$ cat config.mk
export PLATFORM = sky130hd
export DESIGN_NAME = bus_arbiter8
export DESIGN_NICKNAME = d
export VERILOG_FILES = /design/src/rtl/bus_arbiter8.sv
export SDC_FILE = /design/constraint.sdc
export NUM_CORES = 1
export LEC_CHECK = 0
export CAP_MARGIN = 20
export CORE_MARGIN = 10
export CORE_UTILIZATION = 50
export CTS_CLUSTER_DIAMETER = 200
export DETAILED_ROUTE_END_ITERATION = 8
export GPL_ROUTABILITY_DRIVEN = 0
export HOLD_SLACK_MARGIN = 0.05
export PLACE_DENSITY = 0.74
export SLEW_MARGIN = 20
export SYNTH_ARGS = -nofsm -noshare
export SYNTH_HDL_FRONTEND = slang
export SYNTH_SLANG_ARGS = --single-unit
export TNS_END_PERCENT = 5
$ cat constraint.sdc
create_clock -name i_Clock -period 7.86 [get_ports i_Clock]
set_input_delay 1.572 -clock i_Clock [delete_from_list [all_inputs] [get_ports i_Clock]]
set_output_delay 1.572 -clock i_Clock [all_outputs]
set_load 0.01 [all_outputs]
$ cat src/rtl/bus_arbiter8.sv
// rtl/bus_arbiter8.sv - eight-way round-robin arbiter with completion handover
// Optional watchdog that revokes stuck grants: define ARBITER_TIMEOUT_EN.
module bus_arbiter8 #(
    parameter int unsigned TIMEOUT = 255
) (
    input  logic       i_Clock,
    input  logic       i_Reset,
    input  logic [7:0] i_Request,
    input  logic       i_Done,
    output logic [7:0] o_Grant,
    output logic [2:0] o_Select,
    output logic       o_Valid,
    output logic       o_Timeout
);

    typedef enum logic {IDLE, BUSY} state_e;

    localparam logic [15:0] TO_LIM = 16'(TIMEOUT);

    state_e     state_q, state_d;
    logic [2:0] ptr_q, ptr_d;
    logic [7:0] grant_q, grant_d;
    logic [2:0] sel_q, sel_d;
    logic       timeout_q, timeout_d;
    logic [2:0] arb_ptr;
    logic       win_found;
    logic [2:0] win_idx;
    logic       release_now;
    logic       expire;

    // First set request at or above start, wrapping modulo 8.
    function automatic logic [3:0] pick(input logic [7:0] req, input logic [2:0] start);
        logic [3:0] res;
        logic [2:0] idx;
        res = 4'b0000;
        for (int k = 0; k < 8; k++) begin
            idx = start + 3'(k);
            if (!res[3] && req[idx]) res = {1'b1, idx};
        end
        return res;
    endfunction

`ifdef ARBITER_TIMEOUT_EN
    logic [15:0] wdog_q, wdog_d;
`else
    wire unused_timeout_cfg = ^TO_LIM;
`endif

    // While busy, sel_q is the current winner, so the next scan starts just past it.
    assign arb_ptr = (state_q == BUSY) ? sel_q + 3'd1 : ptr_q;
    assign {win_found, win_idx} = pick(i_Request, arb_ptr);

    always_comb begin
        state_d     = state_q;
        ptr_d       = ptr_q;
        grant_d     = grant_q;
        sel_d       = sel_q;
        timeout_d   = 1'b0;
        expire      = 1'b0;
        release_now = 1'b0;
`ifdef ARBITER_TIMEOUT_EN
        wdog_d      = wdog_q;
        if (state_q == BUSY && !i_Done) begin
            wdog_d = wdog_q + 16'd1;
            expire = (wdog_q + 16'd1 == TO_LIM);
        end
`endif
        case (state_q)
            IDLE: begin
                if (win_found) begin
                    state_d = BUSY;
                    grant_d = 8'd1 << win_idx;
                    sel_d   = win_idx;
`ifdef ARBITER_TIMEOUT_EN
                    wdog_d  = 16'd0;
`endif
                end
            end
            BUSY: begin
                release_now = i_Done || expire;
                if (release_now) begin
                    ptr_d     = arb_ptr;
                    timeout_d = expire;
                    if (win_found) begin
                        grant_d = 8'd1 << win_idx;
                        sel_d   = win_idx;
`ifdef ARBITER_TIMEOUT_EN
                        wdog_d  = 16'd0;
`endif
                    end else begin
                        state_d = IDLE;
                        grant_d = 8'd0;
                    end
                end
            end
            default: state_d = IDLE;
        endcase
    end

    always_ff @(posedge i_Clock or posedge i_Reset) begin
        if (i_Reset) begin
            state_q   <= IDLE;
            ptr_q     <= 3'd0;
            grant_q   <= 8'd0;
            sel_q     <= 3'd0;
            timeout_q <= 1'b0;
        end else begin
            state_q   <= state_d;
            ptr_q     <= ptr_d;
            grant_q   <= grant_d;
            sel_q     <= sel_d;
            timeout_q <= timeout_d;
        end
    end

`ifdef ARBITER_TIMEOUT_EN
    always_ff @(posedge i_Clock or posedge i_Reset) begin
        if (i_Reset) wdog_q <= 16'd0;
        else         wdog_q <= wdog_d;
    end
`endif

    assign o_Grant   = grant_q;
    assign o_Select  = sel_q;
    assign o_Valid   = (state_q == BUSY);
    assign o_Timeout = timeout_q;

endmodule
# Yosys cells after proc, flatten, opt, wreduce, memory -nomap -nowiden
# Index checks and enable logic that the tools add are counted.
# Widths: inputs -> output; s select.
word_totals:
  ramBits: 0
  word_cells: 75
  inputBits: 11
  romBits: 0
  out_inout_bits: 13
  latch_bits: 0
  mem_count: 0
  reg_bits: 15
op_classes:
  eq_ne: 2
  div_mod_pow: 0
  muxes: 35
  n_reduce_logical: 16
  magnitude_cmp: 8
  n_bitwise: 1
  shift: 1
  mul: 0
  n_addsub: 8
op_table:
  columns: ["operator", "count"]
  rows:
  - ["$lt 3x4->1 const B", 8]
  - ["$mux 4", 8]
  - ["$bmux 1 s3", 8]
  - ["$mux 8", 3]
  - ["$pmux 8 s2", 1]
  - ["$add 3x3->3 const B", 4]
  - ["$mux 1", 10]
  - ["$mux 3", 3]
  - ["$shl 1x3->8 const A", 1]
  - ["$logic_and 1x1->1", 7]
  - ["$logic_not 1->1", 7]
  - ["$add 3x1->3 const B", 2]
  - ["$add 3x2->3 const B", 2]
  - ["$pmux 3 s2", 1]
  - ["$ne 2x2->1 const B", 2]
  - ["$reduce_and 2->1", 2]
  - ["$pmux 1 s2", 1]
  - ["$not 1->1", 1]

# Depth between registers and ports, before layout
# Gate-level depths: netlist of run 1.
logic_depth:
  ltp_word: 30
  ltp_mapped: 12
  ltp_nobuf: 11

# Worst setup path before layout of run 1
# OpenSTA, ideal clock, no wires.
synth_timing:
  kind: "flip-flop to flip-flop"
  from: "reg sel_q[0], in the netlist o_Select[0]"
  to: "reg grant_q[4], in the netlist o_Grant[4]"
  setup_ns: 0.110
  path_stages_with_launch: 12
  n_path_buf: 1
  setup_slack_ns: 3.797
  required_time_ns: 7.750
  arrival_ns: 3.953
  period_less_slack_ns: 4.063
  path_cell_list: "dfrtp_1 ha_1 mux2i_1 inv_1 clkbuf_1 ha_1 xnor2_1 mux4_2 nor2b_2 nor4b_1 or4_4 o41ai_1"
synth_between:
  elab_chain_cells: 30
  elab_cells_between_ends: 54
  cone_classes: "add/sub (8); eq/ne (1); shift (1); mux (29); reduce/logical (15)"
synth_lines:
  columns: ["item", "line", "text"]
  rows:
  - ["start: declaration", "23", "logic [2:0] sel_q, sel_d;"]
  - ["start signal: assignment", "111", "sel_q <= sel_d;"]
  - ["$add 3x1->3 *", "50", "assign arb_ptr = (state_q == BUSY) ? sel_q + 3'd1 : ptr_q;"]
  - ["$mux 3 *", "50", null]
  - ["named net arb_ptr[1]", "25", "logic [2:0] arb_ptr;"]
  - ["branches (longest 23 deep; another with $add 3x1->3)", null, null]
  - ["$mux 4 *", "38", "if (!res[3] && req[idx]) res = {1'b1, idx};"]
  - ["$shl 1x3->8", "72, 85", null]
  - ["$mux 8", "84", "if (win_found) begin"]
  - ["$mux 8", "81", "if (release_now) begin"]
  - ["$pmux 8 s2", "68", "case (state_q)"]
  - ["end signal: assignment", "110", "grant_q <= grant_d;"]
  - ["end: declaration", "22", "logic [7:0] grant_q, grant_d;"]
# Mark *: on every way through the listed nets, which the timed path passes. The select of a mux whose other input is x is not followed.
# A chain may end at the register's enable or synchronous reset.

# Final worst setup path of run 1
layout_timing:
  from: "reg sel_q[0], in the netlist o_Select[0]"
  to: "reg grant_q[0], in the netlist o_Grant[0]"
layout_between:
  elab_chain_cells: 30
  elab_cells_between_ends: 54
  cone_classes: "add/sub (8); eq/ne (1); shift (1); mux (29); reduce/logical (15)"
layout_lines:
  columns: ["item", "line"]
  rows:
  - ["$add 3x1->3 *", "50"]
  - ["$mux 3 *", "50"]
  - ["branches (longest 23 deep; another with $add 3x1->3)", null]
  - ["$mux 4 *", "38"]
  - ["$shl 1x3->8", "72, 85"]
  - ["$mux 8", "84"]
  - ["$mux 8", "81"]
  - ["$pmux 8 s2", "68"]
# Mark *: on every way between the ends. The select of a mux whose other input is x is not followed.

==> metrics.md, run 1 <==
| Metric | Value |
|---|---|
| Post-route clock period utilization | `59.84%` |
| Max Clk Rate | `0.2126 GHz` |
| CTS tree | `built` |
| Post-DP HPWL | `3927 microns` |
| Data required, critical path | `8050 ps` |
| Reg-to-reg startpoint | `o_Select[0]` |
| Post-synth cell types | `55` |
| Hold Violations, Final | `0` |
| Final Util | `61.09%` |
| Clock Root Buffer | `clkbuf_4` |
| # hold bufs at CTS | `0` |
| Hold Startpoint | `o_Grant[4]` |
| Die Y-Extent | `77.24 microns` |
| Final non-filler cell total | `266` |
| Routed wire length | `5021 microns` |
| Post CTS Setup Buffer Count | `0` |
| Final Max Slew Viols | `0` |
| Post-synth top flop | `dfrtp_1` |
| Launch point of the worst path | `o_Select[0]` |
| CP Capture Type | `flip-flop` |
| Setup Crit Path Kind | `reg2reg` |
| Clock sink total | `15` |
| Status | `complete, no violations` |
| Nets | `237` |
| Post-synth top area share | `between 20% and 30%` |
| Remaining DRCs | `0` |
| Overall die width | `77.24 microns` |
| Mapped Area | `0.001638 sq mm` |
| Crit-path max FO | `18` |
| Max_slew headroom | `around 41%` |
| 1st-pass router iterations | `5` |
| Top post-synthesis cells by area | `dfrtp_1 (23%), o21ai_0 (5.5%), nand2_1 (4.8%), nand3_1 (4.6%), and2_1 (3.8%)` |
| Initial drt markers | `252` |
| Worst Tran Pin Value | `roughly 860 ps` |
| Dpl cells | `262` |
| # diodes | `0` |
| Num rows | `20` |
| Setup WS pre-CTS | `3159 ps` |
| Die Area | `0.005965 sq mm` |
| Setup TNS | `0 ps` |
| Commonest non-fill, non-tap cell in the layout | `clkdlybuf4s50_1` |
| Htree depth | `1` |
| Setup ws final | `3157 ps` |
| Startpoint Class | `flip-flop` |
| Grt ovf | `0` |
| Core footprint | `0.003103 sq mm` |
| Worst Clk Skew | `~5.8 ps` |
| Largest net degree at the start of global routing | `19` |
| RSZ-0062 raised after global routing | `no` |
| EDFF count, synth | `0` |
| Max Cap Viol | `0` |
| GRT Util Overall | `about 17%` |
| Mapped Avg Cell Area | `8.068 sq um` |
| Initial core utilization | `52.78%` |
| ANT nets after route | `0` |
| Area leader, netlist | `dfrtp_1` |
| Area delta synth->final | `15.74%` |
| Critical Path AT | `4890 ps` |
| Layout cells sized above 1 | `8.559%` |
| Clk Latency, worst-skew pair | `300 ps` |
| Clock period minus worst slack | `4703 ps` |
| Vias in the first global route | `1,709` |
| Hold/Removal Path Class | `reg2reg` |
| Seq/Total Area, Yosys | `22.92%` |
| Port Buffer Count | `22` |
| Synth Register Bits | `15` |
| Post-CTS sizing | `0` |
| Worst-path clk slew | `roughly 100 ps` |
| FFs w/ async S/R, synth | `100.0%` |
| Mapped Cells | `203` |
| Via/cell ratio | `around 6.7` |
| Ys Warns | `0` |
| Net Count, Synth | `~220` |
| Deepest clock path buffer count | `2` |
| TritonCTS Buffers | `3` |
| Initial antenna violation count | `0` |
| First-pass GRT wire length | `8321 microns` |
| WL/cell | `approximately 19 microns` |
| Io pins | `24` |
| Setup Viol. Count Final | `0` |
| Most frequent cells in the layout | `clkdlybuf4s50_1 (22), nand2_1 (21), o21ai_0 (18)` |
| DR vias | `1,791` |
-- synthesized netlist by cell type, types with 2 or more instances --
library cell  count
a211oi_1          5
a21o_1            3
a21oi_1          11
a32o_1            6
and2_1           10
nor4_1            2
and3_1            3
o41ai_1           4
o21ai_0          18
nor3_1            7
nand3_1          15
mux2i_1           6
o211ai_1          3
dfrtp_1          15
a31oi_1           5
mux4_2            2
o21ai_1           3
a21boi_0          2
xnor2_1           5
nand2b_1          3
ha_1              3
inv_1             6
buf_2             3
nand2_1          21
mux2_2            2
nor2_1            9
clkbuf_1          2
buf_6             2
-- per-stage QoR --
stage	area, sq um	hold WS, ps
2_1_floorplan	1638	450.5
3_3_place_gp	1868	462.6
3_5_place_dp	1868	474.1
4_1_cts	1896	500.5
5_1_grt	1896	527.4
6_report	1896	497.7
-- cell type report --
type	instances	area (sq um)
inverter	6	22.52
clock buffer	3	22.52
sequential	15	375.4
multi-input combinational	174	1187
clock inverter	1	5.005
fill	294	1207
timing repair buffer	23	227.7
tap	44	55.05
-- cell families after synthesis --
logic type	share of synthesized area (%)
simple gates	25.13
compound gates	31.09
buf+inv	4.584
other cells	0.2290
flops	22.92
xor+xnor	4.355
mux	9.397
fa+ha+maj	2.292
-- registers in the layout (all words and copies together) (netlist names) --
register / flops
o_Grant: 8
ptr_q: 3
o_Valid: 1
o_Select: 3
-- routing by layer --
layer | GRT usage [%] | part of all wire, % | vias up
met3 | 3.263 | 9.2 | 27
met4 | 9.307 | 3.6 | 0
met5 | 0 | 0 | -
met1 | 19.56 | 39 | 829
li1 | - | - | 814
met2 | 27.17 | 48 | 121
-- final timing paths --
| check | endpoint | slack [ps] | depth (start not counted) |
|---|---|---|---|
| worst min register to register | o_Grant[4] | 500 | 2 |
| worst max-delay path | o_Grant[0] | 3160 | 11 |
| worst min-delay path | o_Grant[4] | 500 | 2 |
| worst max register to register | o_Grant[0] | 3160 | 11 |
| min in group asynchronous | o_Grant[5] | 1610 | 2 |
| max in group asynchronous | o_Select[2] | 5870 | 2 |
-- critical path, cell delays in order (launching register included) --
cell and delay [ps]:
dfrtp_1 490, ha_1 390, mux2i_1 160, buf_4 250, inv_1 230, ha_1 290, xnor2_1 500, mux2i_1 520
o2111ai_2 290, a2111oi_0 820, a21oi_1 230, o41ai_1 420
Power of run 1 is left out: the tool's default activity adds up to more than one toggle a clock period on the data nets, which glitch-free logic cannot reach.
==> inputs of run 2 (changes only) <==
==> constraint.sdc (replaced) <==
create_clock -name i_Clock -period 4.85 [get_ports i_Clock]
set_input_delay 0.97 -clock i_Clock [delete_from_list [all_inputs] [get_ports i_Clock]]
set_output_delay 0.97 -clock i_Clock [all_outputs]
set_load 0.01 [all_outputs]
==> run 2 against run 1 <==
  * Clock skew is 4.9 ps higher
  * Wire length is 4.4% lower
  * Highest routed layer unchanged
  * Die area stayed put
  * Register-to-register slack worse by 2500 ps
==> metrics.md, run 2 (synthesis gave the netlist of run 1 again) <==
| Metric | Value |
|---|---|
| Port Buffer Count | `22` |
| Worst Clk Skew | `between 10 and 15 ps` |
| Io pins | `24` |
| Area delta synth->final | `15.74%` |
| Worst-path clk slew | `100 ps` |
| Crit path to | `o_Grant[5]` |
| Launch point of the worst path | `o_Select[0]` |
| Nets | `237` |
| Reg-to-reg startpoint | `o_Select[0]` |
| ANT nets after route | `0` |
| Initial drt markers | `280` |
| Dpl cells | `262` |
| Final instance area | `0.001896 sq mm` |
| Initial antenna violation count | `0` |
| Routed wire length | `slightly below 5000 microns` |
| R2R depth | `11` |
| Capture point of the worst reg-to-reg path | `o_Grant[5]` |
| Setup Viol. Count Final | `0` |
| Post-CTS sizing | `0` |
| Post-DP HPWL | `3830 microns` |
| Final Util | `61.09%` |
| Status | `complete, no violations` |
| 1st-pass router iterations | `5` |
| Post-route clock period utilization | `86.53%` |
| DP Area | `0.001868 sq mm` |
| Core footprint | `approximately 0.0031 sq mm` |
| Clock Root Buffer | `clkbuf_4` |
| Grt ovf | `0` |
| Clock period minus worst slack | `4197 ps` |
| CTS tree | `built` |
| Hold Violations, Final | `0` |
| Layout cells sized above 1 | `8.559%` |
| DR vias | `1,750` |
| TritonCTS Buffers | `3` |
| Most frequent cells in the layout | `clkdlybuf4s50_1 (22), nand2_1 (21), o21ai_0 (18)` |
| Vias in the first global route | `1,725` |
| First-pass GRT wire length | `8079 microns` |
| Htree depth | `1` |
| Die Y-Extent | `77.24 microns` |
| Max Clk Rate | `0.2383 GHz` |
| # diodes | `0` |
| Crit-path max FO | `18` |
| RSZ-0062 raised after global routing | `no` |
| R2R setup slack | `650 ps` |
| Setup TNS | `0 ps` |
| Max_slew headroom | `53.82%` |
| # hold bufs at CTS | `0` |
| Clk Latency, worst-skew pair | `290 ps` |
| Initial core utilization | `52.78%` |
| Hold/Removal Path Class | `reg2reg` |
| Largest net degree at the start of global routing | `19` |
| WL/cell | `18.05 microns` |
| Remaining DRCs | `0` |
| Worst Tran Pin Value | `688.6 ps` |
| Clock sink total | `15` |
| Setup Crit Path Kind | `reg2reg` |
| Final Max Slew Viols | `0` |
| Post CTS Setup Buffer Count | `0` |
| Final non-filler cell total | `266` |
| GRT Util Overall | `15.86%` |
| Critical Path AT | `4380 ps` |
| Max reg flops | `8` |
| Overall die width | `77.24 microns` |
| Deepest clock path buffer count | `2` |
| Via/cell ratio | `approximately 6.6` |
| Max Cap Viol | `0` |
| Data required, critical path | `5040 ps` |
| Startpoint Class | `flip-flop` |
| Commonest non-fill, non-tap cell in the layout | `clkdlybuf4s50_1` |
| CP Capture Type | `flip-flop` |
| Die Area | `0.005965 sq mm` |
| Num rows | `20` |
run 2: cell counts in the layout (fill, tap and decap cells not counted):
No cell type changed its count.
run 2: worst min path at each step:
stage,start,to,slack [ps],cells past startpoint
5_1_grt,o_Grant[4],o_Grant[4],520,2
4_1_cts,ptr_q[2],ptr_q[2],500,2
3_5_place_dp,ptr_q[2],ptr_q[2],480,2
2_1_floorplan,ptr_q[2],ptr_q[2],450,2
3_3_place_gp,o_Grant[5],o_Grant[5],460,2
6_report,ptr_q[2],ptr_q[2],490,2
run 2: worst max-delay path, cell delays in order, from the launching register on:
cell,delay (ps)
dfrtp_1,460
ha_1,370
mux2i_1,190
buf_4,250
inv_1,200
ha_1,270
xnor2_1,420
mux4_2,620
nor2b_2,190
nor4b_1,160
or4_4,590
o41ai_1,380
run 2: layout make-up:
type	instances	area (sq um)
fillers	282	1207
multi-input cells	174	1187
flip-flops and latches	15	375.4
repair buffers	23	227.7
well taps	44	55.05
clock buffers	3	22.52
inverters	6	22.52
clock inverters	1	5.005
run 2: per-layer routing:
metal  track usage [%]  wire length, microns  part of all wire (%)  vias up
li1                  -                     -                     -      813
met5                 0                     0                     0        -
met2             26.17                  2314                    48       84
met1             18.88                  1979                    41      832
met3             3.263                   344                   7.2       21
met4             8.029                   164                   3.4        0
run 2: per-stage QoR:
stage / setup WS (ps) / hold slack (ps)
after detailed placement: 677.8 / 477.1
after floorplan: 786.8 / 450.5
after global placement: 819.4 / 460.1
after global routing: 247.6 / 523.2
final: 653.3 / 492.0
after CTS: 655.8 / 498.0
Power of run 2 is left out for the same reason.
==> inputs of run 3 (changes only) <==
--- a/config.mk
+++ b/config.mk
@@ -8,6 +8,7 @@
 export CAP_MARGIN = 20
 export CORE_MARGIN = 10
 export CORE_UTILIZATION = 50
+export CTS_BUF_LIST = sky130_fd_sc_hd__clkbuf_2
 export CTS_CLUSTER_DIAMETER = 200
 export DETAILED_ROUTE_END_ITERATION = 8
 export GPL_ROUTABILITY_DRIVEN = 0
==> run 3 against run 2 <==
  * Sequential share of layout area grew 0.079 points
  * Setup slack lost 11 ps
  * Critical endpoint unchanged
  * Critical path depth is the same
  * Critical path type unchanged
  * Maximum frequency shrank 0.26%
  * Hold slack gained 12 ps
  * Wire length is essentially flat
  * Die area is the same
  * Core utilization shrank 0.24 points
  * Non-clock buffer count is the same
==> metrics.md, run 3 (synthesis gave the netlist of run 1 again) <==
| Metric | Value |
|---|---|
| Clk Latency, worst-skew pair | `about 300 ps` |
| Post-CTS sizing | `0` |
| Die Y-Extent | `77.24 microns` |
| Initial core utilization | `52.78%` |
| Remaining DRCs | `0` |
| Initial antenna violation count | `0` |
| CTS tree | `built` |
| GR met1 Demand/Resource | `18.88%` |
| Most frequent cells in the layout | `clkdlybuf4s50_1 (22), nand2_1 (21), o21ai_0 (18)` |
| 1st-pass router iterations | `4` |
| Nets | `237` |
| # diodes | `0` |
| DR vias | `1,761` |
| Launch point of the worst path | `o_Select[0]` |
| Max_slew headroom | `between 50% and 60%` |
| Hold/Removal Path Class | `reg2reg` |
| Commonest non-fill, non-tap cell in the layout | `clkdlybuf4s50_1` |
| Max Cap Viol | `0` |
| Via/cell ratio | `6.620` |
| GRT Util Overall | `roughly 16%` |
| Post-route clock period utilization | `86.75%` |
| M2 GR Usage | `26.17%` |
| Initial drt markers | `330` |
| Core footprint | `0.003103 sq mm` |
| Data required, critical path | `just over 5000 ps` |
| Startpoint Class | `flip-flop` |
| Layout cells sized above 1 | `8.559%` |
| Port Buffer Count | `22` |
| Worst Clk Skew | `17.70 ps` |
| # hold bufs at CTS | `0` |
| Largest net degree at the start of global routing | `19` |
| Post CTS Setup Buffer Count | `0` |
| Hold Violations, Final | `0` |
| Setup Crit Path Kind | `reg2reg` |
| Critical Path AT | `4410 ps` |
| Io pins | `24` |
| Met3 usage | `3.263%` |
| First-pass GRT wire length | `8079 microns` |
| RSZ-0062 raised after global routing | `no` |
| Clock Root Buffer | `clkbuf_2` |
| Htree depth | `1` |
| Die Area | `slightly below 0.006 sq mm` |
| Setup TNS | `0 ps` |
| Vias in the first global route | `1,727` |
| TritonCTS Buffers | `3` |
| WL/cell | `18.05 microns` |
| Worst-path clk slew | `160 ps` |
| Post-DP HPWL | `3830 microns` |
| Hold_ws | `504.4 ps` |
| Top Usage Layer GRT | `met2` |
| Routed wire length | `4801 microns` |
| Worst Tran Pin Value | `692.4 ps` |
| Final Max Slew Viols | `0` |
| Status | `complete, no violations` |
| Clock period minus worst slack | `4207 ps` |
| Clock sink total | `15` |
| Setup Viol. Count Final | `0` |
| Max Clk Rate | `0.2377 GHz` |
| Num rows | `20` |
| Hold Startpoint | `ptr_q[2]` |
| ANT nets after route | `0` |
| Deepest clock path buffer count | `2` |
| Crit-path max FO | `18` |
| Reg-to-reg startpoint | `o_Select[0]` |
| Grt ovf | `0` |
| CP Capture Type | `flip-flop` |
| Area delta synth->final | `15.28%` |
| Overall die width | `77.24 microns` |
| Max reg flops | `8` |
[run 3: cell count changes in the layout (fill, tap and decap cells not counted)]
cell / previous run / this run
clkbuf_4: 3 / 0
clkbuf_2: 0 / 3
[run 3: per-layer routing]
metal  vias up  share of wire [%]
met2        90                 48
met4         0                3.5
met1       842                 41
met3        19                6.9
li1        810                  -
met5         -                  0
[run 3: critical path, cell delays in order (launching register included)]
cell,delay [ps]
dfrtp_1,480
ha_1,370
mux2i_1,180
buf_4,250
inv_1,200
ha_1,280
xnor2_1,420
mux4_2,620
nor2b_2,190
nor4b_1,170
or4_4,590
o41ai_1,380
[run 3: worst paths after layout]
check                                   to  slack (ps)  cells after the start
worst max register to register  o_Grant[5]         640                     11
worst min-delay path              ptr_q[2]         500                      2
max in group asynchronous         ptr_q[2]        3480                      2
min in group asynchronous       o_Grant[5]         990                      2
worst max-delay path            o_Grant[5]         640                     11
worst min register to register    ptr_q[2]         500                      2
[run 3: stage by stage]
stage          area [sq um]  setup slack, ps  util [%]  std cells
4_1_cts                1888            646.0     60.85        266
3_3_place_gp           1868            819.4     60.20        262
2_1_floorplan          1638            786.8         -        203
5_1_grt                1888            243.6     60.85        266
6_report               1888            642.5     60.85        266
3_5_place_dp           1868            677.8     60.20        262
[run 3: area by class of cell]
class / instances / area (sq um)
Inverter: 6 / 22.52
Sequential cell: 15 / 375.4
Clock inverter: 1 / 5.005
Fill cell: 284 / 1215
Multi-Input combinational cell: 174 / 1187
Timing Repair Buffer: 23 / 227.7
Tap cell: 44 / 55.05
Clock buffer: 3 / 15.01
Power of run 3 is left out for the same reason.
